--- src/rtl/target_hit_timer_pkg.sv ---
// Shared constants for the target-hit reaction timer: game FSM states,
// default timing parameters and target-code helpers.
package target_hit_timer_pkg;

    localparam int unsigned TICK_DIV_DEF        = 50000;
    localparam int unsigned DEBOUNCE_CYCLES_DEF = 250000;
    localparam int unsigned GAME_SECONDS_DEF    = 60;
    localparam int unsigned MS_PER_SEC_DEF      = 1000;

    localparam int unsigned N_SENSORS = 8;
    localparam int unsigned N_INPUTS  = N_SENSORS + 1;
    localparam int unsigned BTN_IDX   = N_SENSORS;
    localparam int unsigned N_PLAYERS = 2;

    localparam logic [3:0] CODE_NONE = 4'hF;

    typedef enum logic [1:0] {
        ST_IDLE = 2'd0,
        ST_RUN  = 2'd1,
        ST_OVER = 2'd2
    } game_state_e;

    // Codes 8-15 mean "no active target" for that player.
    function automatic logic code_valid(input logic [3:0] code);
        return ~code[3];
    endfunction

endpackage

--- src/rtl/target_hit_timer_input_debounce.sv ---
// Two-flop synchronizer, stability-count debouncer and registered
// rising-edge pulse for one asynchronous, bouncy input.
module input_debounce
    import target_hit_timer_pkg::*;
#(
    parameter int unsigned DEBOUNCE_CYCLES = DEBOUNCE_CYCLES_DEF
) (
    input  logic clk_i,
    input  logic rst_ni,
    input  logic raw_i,
    output logic level_o,
    output logic rise_o
);

    localparam int unsigned CW = (DEBOUNCE_CYCLES > 1) ? $clog2(DEBOUNCE_CYCLES) : 1;
    localparam logic [CW-1:0] CNT_LAST = CW'(DEBOUNCE_CYCLES - 1);

    logic          sync1_q, sync2_q;
    logic [CW-1:0] cnt_q, cnt_d;
    logic          level_q, level_d;
    logic          level_dly_q;
    logic          rise_q, rise_d;

    always_ff @(posedge clk_i or negedge rst_ni) begin
        if (!rst_ni) begin
            sync1_q     <= 1'b0;
            sync2_q     <= 1'b0;
            cnt_q       <= '0;
            level_q     <= 1'b0;
            level_dly_q <= 1'b0;
            rise_q      <= 1'b0;
        end else begin
            sync1_q     <= raw_i;
            sync2_q     <= sync1_q;
            cnt_q       <= cnt_d;
            level_q     <= level_d;
            level_dly_q <= level_q;
            rise_q      <= rise_d;
        end
    end

    // The counter restarts whenever the synced value agrees with the accepted level.
    always_comb begin
        cnt_d   = '0;
        level_d = level_q;
        if (sync2_q != level_q) begin
            if (cnt_q == CNT_LAST) begin
                level_d = sync2_q;
            end else begin
                cnt_d = cnt_q + CW'(1);
            end
        end
        rise_d = level_q & ~level_dly_q;
    end

    assign level_o = level_q;
    assign rise_o  = rise_q;

endmodule

--- src/rtl/target_hit_timer.sv ---
// Two-player reaction timer: debounced sensors/button, ms/second tick
// generation, game countdown FSM and per-player hit flag and ms timer.
module target_hit_timer
    import target_hit_timer_pkg::*;
#(
    parameter int unsigned TICK_DIV        = TICK_DIV_DEF,
    parameter int unsigned DEBOUNCE_CYCLES = DEBOUNCE_CYCLES_DEF,
    parameter int unsigned GAME_SECONDS    = GAME_SECONDS_DEF,
    parameter int unsigned MS_PER_SEC      = MS_PER_SEC_DEF
) (
    input  logic        clock,
    input  logic        ctrl_reset_n,
    input  logic [7:0]  sensor_raw,
    input  logic        button_raw,
    input  logic [31:0] t1active_read,
    input  logic [31:0] t2active_read,
    output logic [31:0] bp_write,
    output logic [31:0] t1hit_write,
    output logic [31:0] t2hit_write,
    output logic [31:0] timer1_write,
    output logic [31:0] timer2_write,
    output logic [31:0] gametimer_write,
    output logic [1:0]  game_state
);

    localparam int unsigned TCW = (TICK_DIV > 1) ? $clog2(TICK_DIV) : 1;
    localparam int unsigned SCW = (MS_PER_SEC > 1) ? $clog2(MS_PER_SEC) : 1;
    localparam logic [TCW-1:0] TICK_LAST = TCW'(TICK_DIV - 1);
    localparam logic [SCW-1:0] SEC_LAST  = SCW'(MS_PER_SEC - 1);
    localparam logic [31:0]    GAME_LOAD = 32'(GAME_SECONDS);

    logic [N_INPUTS-1:0] raw_in, level, rise;
    logic                btn_rise;

    assign raw_in   = {button_raw, sensor_raw};
    assign btn_rise = rise[BTN_IDX];

    for (genvar g = 0; g < N_INPUTS; g++) begin : g_deb
        input_debounce #(
            .DEBOUNCE_CYCLES(DEBOUNCE_CYCLES)
        ) u_deb (
            .clk_i  (clock),
            .rst_ni (ctrl_reset_n),
            .raw_i  (raw_in[g]),
            .level_o(level[g]),
            .rise_o (rise[g])
        );
    end

    logic [TCW-1:0] presc_q, presc_d;
    logic [SCW-1:0] sec_q, sec_d;
    logic           ms_tick, sec_tick;

    game_state_e    state_q, state_d;
    logic [31:0]    gt_q, gt_d;
    logic           start, enter_idle;

    logic [N_PLAYERS-1:0][3:0]  code_q, code_d, active_code;
    logic [N_PLAYERS-1:0]       hit_q, hit_d;
    logic [N_PLAYERS-1:0][31:0] timer_q, timer_d;

    assign active_code = {t2active_read[3:0], t1active_read[3:0]};

    logic unused_code_bits;
    assign unused_code_bits = ^{t1active_read[31:4], t2active_read[31:4]};

    assign ms_tick  = (presc_q == TICK_LAST);
    assign sec_tick = ms_tick && (sec_q == SEC_LAST);

    always_comb begin
        presc_d = ms_tick ? '0 : presc_q + TCW'(1);
        sec_d   = sec_q;
        if (start) begin
            sec_d = '0;
        end else if (ms_tick) begin
            sec_d = sec_tick ? '0 : sec_q + SCW'(1);
        end
    end

    always_comb begin
        state_d    = state_q;
        gt_d       = gt_q;
        start      = 1'b0;
        enter_idle = 1'b0;
        unique case (state_q)
            ST_IDLE: begin
                if (btn_rise) begin
                    state_d = ST_RUN;
                    gt_d    = GAME_LOAD;
                    start   = 1'b1;
                end
            end
            ST_RUN: begin
                if (sec_tick) begin
                    if (gt_q == 32'd1) begin
                        state_d = ST_OVER;
                        gt_d    = '0;
                    end else if (gt_q != '0) begin
                        gt_d = gt_q - 32'd1;
                    end
                end
            end
            ST_OVER: begin
                if (btn_rise) begin
                    state_d    = ST_IDLE;
                    enter_idle = 1'b1;
                end
            end
            default: state_d = ST_IDLE;
        endcase
    end

    // A code change wins over a same-cycle sensor edge for that player.
    always_comb begin
        code_d  = active_code;
        hit_d   = hit_q;
        timer_d = timer_q;
        for (int unsigned p = 0; p < N_PLAYERS; p++) begin
            if (enter_idle || (active_code[p] != code_q[p])) begin
                hit_d[p]   = 1'b0;
                timer_d[p] = '0;
            end else if ((state_q == ST_RUN) && code_valid(code_q[p]) && !hit_q[p]) begin
                if (ms_tick && (timer_q[p] != '1)) begin
                    timer_d[p] = timer_q[p] + 32'd1;
                end
                if (rise[code_q[p][2:0]]) begin
                    hit_d[p] = 1'b1;
                end
            end
        end
    end

    always_ff @(posedge clock or negedge ctrl_reset_n) begin
        if (!ctrl_reset_n) begin
            presc_q <= '0;
            sec_q   <= '0;
            state_q <= ST_IDLE;
            gt_q    <= '0;
            code_q  <= {N_PLAYERS{CODE_NONE}};
            hit_q   <= '0;
            timer_q <= '0;
        end else begin
            presc_q <= presc_d;
            sec_q   <= sec_d;
            state_q <= state_d;
            gt_q    <= gt_d;
            code_q  <= code_d;
            hit_q   <= hit_d;
            timer_q <= timer_d;
        end
    end

    assign bp_write        = {31'b0, level[BTN_IDX]};
    assign t1hit_write     = {31'b0, hit_q[0]};
    assign t2hit_write     = {31'b0, hit_q[1]};
    assign timer1_write    = timer_q[0];
    assign timer2_write    = timer_q[1];
    assign gametimer_write = gt_q;
    assign game_state      = state_q;

endmodule

--- config.mk ---
export PLATFORM = sky130hd
export DESIGN_NAME = target_hit_timer
export DESIGN_NICKNAME = d
export VERILOG_FILES = /design/src/rtl/target_hit_timer_pkg.sv /design/src/rtl/target_hit_timer_input_debounce.sv /design/src/rtl/target_hit_timer.sv
export SDC_FILE = /design/constraint.sdc
export NUM_CORES = 1
export LEC_CHECK = 0
export BUFFER_PORTS_ARGS = -buffer_cell sky130_fd_sc_hd__buf_2
export CORE_ASPECT_RATIO = 1.1
export CORE_MARGIN = 2
export CORE_UTILIZATION = 30
export CTS_CLUSTER_SIZE = 8
export DETAILED_ROUTE_END_ITERATION = 10
export GPL_TIMING_DRIVEN = 0
export PLACE_DENSITY = 0.51
export SLEW_MARGIN = 5
export SYNTH_ARGS = -nofsm -noshare
export SYNTH_HDL_FRONTEND = slang
export SYNTH_SLANG_ARGS = --single-unit
--- constraint.sdc ---
create_clock -name clock -period 2.5 [get_ports clock]
set_input_delay 0.125 -clock clock [delete_from_list [all_inputs] [get_ports clock]]
set_output_delay 0.125 -clock clock [all_outputs]
set_load 0.05 [all_outputs]
== After elaboration in Yosys (flattened, before gate mapping) ==
Cells that the tools add are included.
Word-level totals
  flip-flop bits (word level): 341
  output and inout port bits: 194
Cells by class
  add/subtract/negate cells: 14
  magnitude comparators: 2
  equality and inequality tests: 32
  muxes and demuxes: 51
  bitwise gates (word level): 20
  reductions and logical operators: 36
Operators by type and width (count)
  2-to-1 mux 18 bit: 18
  2-to-1 mux 32 bit: 10
  adder 18 x 1 -> 18 bit, second input constant: 9
  equality test 18 bit, second input constant: 9
  adder 32 x 1 -> 32 bit, second input constant: 2
  inequality test 32 bit, second input constant: 2
  one-hot mux 32 bit (2 select lines): 1
  equality test 32 x 1 -> 1 bit, second input constant: 1
  nonzero test 32 bit: 1
  subtractor 32 x 1 -> 32 bit, second input constant: 1
  2-to-1 mux 10 bit: 3
  AND reduction 2 bit: 13
  adder 16 x 1 -> 16 bit, second input constant: 1
  equality test 16 bit, second input constant: 1
  2-to-1 mux 16 bit: 1
  nonzero test 2 bit: 8
  2-to-1 mux 1 bit: 11
  inverter 1 bit: 11
  adder 10 x 1 -> 10 bit, second input constant: 1
  equality test 10 bit, second input constant: 1
  less-than comparator 3 x 5 -> 1 bit, second input constant: 2
  AND 1 bit: 9
  inequality test 1 bit: 9
  2-to-1 mux 2 bit: 4
  13 further kinds: 26

== Logic depth before layout (Yosys ltp) ==
  depth in word-level cells: 5
  gate-level depth with buffers: 10

== Hierarchy ==
A second synthesis with hierarchy kept.
Second synthesis, totals
  cell total of the unflattened synthesis: 1827
  area, all modules: 18238.7 µm²
By module, submodules not included
  input_debounce: times used 9, cells each 101, area an instance 1086.0 µm²
  target_hit_timer: times used 1, cells each 918, area an instance 8464.4 µm²

== Least setup slack after synthesis ==
Ideal clock, no wire load.
  path kind: reg-to-reg
  start point: register state_q[0] (netlist: game_state[0])
  end point: register timer_q, in the netlist timer2_write[31]
  library setup time: 78 ps
  arrival: 2372 ps
  required time: 2422 ps
  setup slack: 50 ps
  stages on the path, launching flop included: 9
  path buffers: 2
  cell sequence: dfrtp_1 -> buf_2 -> nand2b_1 -> nor3_2 -> nand3_4 -> a2111o_1 -> buf_6 -> or4_1 -> a21oi_1
Between the ends
  cells in the longest elaborated chain, start to end: 5
  elaborated cells on any way between the ends: 10
  classes of those cells: eq/ne (2); mux (2); reduce/logical (6)
RTL lines
  from (decl): line target_hit_timer.sv:54  | game_state_e state_q, state_d;
  from (signal assigned): line target_hit_timer.sv:145  | state_q <= state_d;
  equality test 2 bit or equality test 2 x 1 -> 1 bit (tied branches): line target_hit_timer.sv:85, target_hit_timer.sv:122
  2-to-1 mux 1 bit or logical AND 1 bit (tied branches): line target_hit_timer.sv:85, target_hit_timer.sv:122
  logical OR 1 bit or logical AND 1 bit (tied branches): line target_hit_timer.sv:119, target_hit_timer.sv:122
  nonzero test 2 bit (no source line)
  AND reduction 2 bit (no source line)
  to (signal assigned): line target_hit_timer.sv:149  | timer_q <= timer_d;
  to (decl): line target_hit_timer.sv:60  | logic [N_PLAYERS-1:0][31:0] timer_q, timer_d;
Several ways; a longest one is shown, not always the timed one.
A chain may end at the register's enable or synchronous reset.

== Worst setup path in the final report ==
  start point: register presc_q[0]
  end point: register timer_q, in the netlist timer2_write[29]
Between the ends
  cells in the longest elaborated chain, start to end: 4
RTL lines
  from (decl): line target_hit_timer.sv:50  | logic [TCW-1:0] presc_q, presc_d;
  from (signal assigned): line target_hit_timer.sv:143  | presc_q <= presc_d;
  equality test 16 bit: line target_hit_timer.sv:67  | assign ms_tick = (presc_q == TICK_LAST);
  logical AND 1 bit: line target_hit_timer.sv:123  | if (ms_tick && (timer_q[p] != '1)) begin
  nonzero test 2 bit (no source line)
  AND reduction 2 bit (no source line)
Every way passes these cells.

==> results.toml <==
[detailed_routing]
drt-initial-drc-count = 584
wl_met1_um = 18200
dr.pass1.iters = 5
wl_per_cell_um = 14.3
routed.top_layer = "met5"
via_count = 12900
wl_um = 39700
antenna_left = 0
route.detailed.drc = 0
wl_met2_um = 18800
via_per_inst = 4.64
dr_wl_met3_um = 1710

[setup_path]
r2r-start = "presc_q[0]$_DFF_PN0_"
r2r_end = "timer2_write[29]$_DFFE_PN0P_"
critPathLaunch = "presc_q[0]$_DFF_PN0_"
cp_data_arrival_time_ns = 2.87
r2r_cells = 9
regToRegSetupSlack_ns = 0.13
required_ns = 3.00
crit_path_end_kind = "flip-flop"
max_stage_delay_ns = 0.39
crit_path_top_delay_cell = "or4_1"
cp-start-kind = "flip-flop"
critPathMaxFanout = 10
path_cells = "ha_1, and3_1, buf_2, and4_4, nand3_4, a2111o_1, buf_6, or4_1, a21oi_1"
endpoint = "timer2_write[29]$_DFFE_PN0P_"
crit_type = "flip-flop to flip-flop"

[floorplan]
ios = 269
die-area_um2 = 58300
start_util_pct = 30.2
die_h_um = 253
num_rows = 91
die_w_um = 230
core_area_um2 = 55900

[synthesis]
async_flop_share_pct = 100
ys_seq_area_share_pct = 50.5
synth_ff_type = "dfrtp_1"
ys_warn_count = 0
synth_top_area_share_pct = 49.3
synth_edf_count = 0
synth_cell_type_count = 63
synth_top_area_cell = "dfrtp_1"
syn_area_um2 = 16900
ys_ff_latch = 341
avgSynthCellArea_um2 = 9.85
synthTopCellsByArea = "dfrtp_1, xnor2_1, nor2_1"
netlist_instances = 1717

[layout]
fin_nets = 2101
fill_cells = 5677
mostFrequentLayoutCell = "dfrtp_1"
syn_to_final_growth_pct = 22.5
postLayoutCoreUtil_pct = 37.0
most-common-layout-cells = "dfrtp_1, nor2_1, xnor2_1, buf_2, buf_4"
n_antenna_cell = 0
drive_gt1_share_pct = 18.2

[global_route]
grt_pass1_vias = 13000
grtUsageTotal_pct = 13.7
grt-ovfl-total = 0
grt_max_degree = 98
grt_first_pass_wirelength_um = 66600
antenna_found_initial = 2

[clock_network]
cts_root_buf = "clkbuf_16"
cts_tree = "done"
cts.htree.levels = 2
clockBufferDepth = 3
cts.clk_slew.worst_paths_ns = 0.05
cts_buffers = 48
clk_latency_ns = 0.57
cts.sinks = 341

[sta]
worstMarginPinSlew_ns = 0.667
setup_viol = 0
skew_ns = 0.0187
max_freq_ghz = 0.421
slew_viol_final = 0
finalHoldViolCount = 0
rsz0062_at_grt = "false"
slew_headroom_pct = 55.2
period_share_pct = 95.0
fin_crit_ns = 2.37

[power]
p_per_area_nw_per_um2 = 599
ir_drop_uv = 427
p_leak_nw = 9.27
total_power_mw = 12.4

[placed_design]
port_buffers = 119
hpwl_um = 27800
place.gp.congestion = 0.837

[run]
cap_violations = 0

[min_path]
hold_path_class = "input pin to asynchronous set/reset pin"

[status]
status = "finished, final reports clean"
==> cells in the mapped netlist (all sizes together), types with 24 or more instances <==
| cell | number |
|---|---|
| a21oi | 38 |
| a31oi | 31 |
| and3 | 46 |
| buf | 108 |
| clkbuf | 30 |
| dfrtp | 333 |
| inv | 27 |
| nand2 | 91 |
| nand3 | 106 |
| nand4 | 50 |
| nor2 | 304 |
| nor3 | 69 |
| nor4 | 38 |
| o21ai | 24 |
| xnor2 | 134 |
| xor2 | 99 |
==> critical path: cells and delay by family, from the launching register on <==
| family | cells | cell delay, ns |
|---|---|---|
| AOI/OAI and AO/OA | 2 | 0.54 |
| DFF | 1 | 0.36 |
| and+or+nand+nor | 4 | 0.90 |
| adders and majority gates | 1 | 0.18 |
| buffers and inverters | 2 | 0.31 |
==> power by group <==
part	internal, mW	switching [mW]	leakage (nW)	total [mW]
Clock	3.61	2.41	0.651	6.03
Sequential	5.59	0.0506	4.66	5.64
Combinational	0.199	0.544	3.96	0.743
Total	9.40	3.01	9.27	12.4
==> layout make-up <==
type	instances	area, um^2	area share, %
well taps	744	931	4.49
clock buffers	81	1350	6.50
clock inverters	2	17.5	0.0846
plain buffers	137	907	4.38
repair buffers	152	958	4.63
multi-input cells	1303	7910	38.2
inverters	27	101	0.489
flip-flops and latches	341	8540	41.3
==> through the flow <==
| step | setup slack [ns] | setup TNS, ns | cells | area, um^2 | hold WS, ns |
|---|---|---|---|---|---|
| 2_1_floorplan | 0.0502 | 0 | 1809 | 17300 | -0.171 |
| 3_3_place_gp | -5.53 | -1857.58 | 2672 | 18800 | 0.236 |
| 3_5_place_dp | -0.467 | -10.41 | 2675 | 18900 | 0.120 |
| 4_1_cts | 0.00534 | 0 | 2784 | 20600 | 0.111 |
| 5_1_grt | 0.00358 | 0 | 2787 | 20700 | 0.141 |
| 6_report | 0.126 | 0 | 2787 | 20700 | 0.105 |
==> state kept, by name, summed over array words and instances (netlist names), 10 cells and up <==
| signal | flops |
|---|---|
| timer2_write | 32 |
| g_deb.u_deb.cnt_q | 162 |
| presc_q | 16 |
| gametimer_write | 32 |
| sec_q | 10 |
| timer1_write | 32 |
==> worst min path at each step <==
stage | start | endpoint | slack (ns) | cells past startpoint
global route | ctrl_reset_n | timer2_write[7]$_DFFE_PN0P_ | 0.14 | 2
global placement | sensor_raw[2] | g_deb[2].u_deb.sync1_q$_DFF_PN0_ | 0.24 | 1
finish | ctrl_reset_n | timer2_write[7]$_DFFE_PN0P_ | 0.11 | 2
floorplan | ctrl_reset_n | g_deb[0].u_deb.cnt_q[0]$_DFF_PN0_ | -0.17 | 0
CTS | ctrl_reset_n | timer2_write[7]$_DFFE_PN0P_ | 0.11 | 2
detailed placement | ctrl_reset_n | timer2_write[7]$_DFFE_PN0P_ | 0.12 | 1
==> cell families after synthesis <==
| family | Yosys count | share of synthesized area, % |
|---|---|---|
| compound gates | 118 | 4.29 |
| xor+xnor | 233 | 12.1 |
| fa+ha+maj | 16 | 1.18 |
| buf+inv | 165 | 5.87 |
| flops | 341 | 50.5 |
| mux | 16 | 1.32 |
| other cells | 1 | 0.0222 |
| simple gates | 827 | 24.7 |
==> routing by layer <==
layer	GRT usage, %	vias up
met4	4.81	4
met1	18.2	6310
met3	2.50	80
li1	-	6341
met5	0	-
met2	22.5	207
==> what timing repair did <==
action / CTS / global route
hold buffers: 18 / 0
endpoints found under the hold margin: 82 / 0
endpoints found under the setup margin: 76 / 102
pin swaps: 3 / 1
buffers inserted: 8 / 4
resized for setup: 18 / 34
Note: power is estimated with default switching activity, not from simulation.
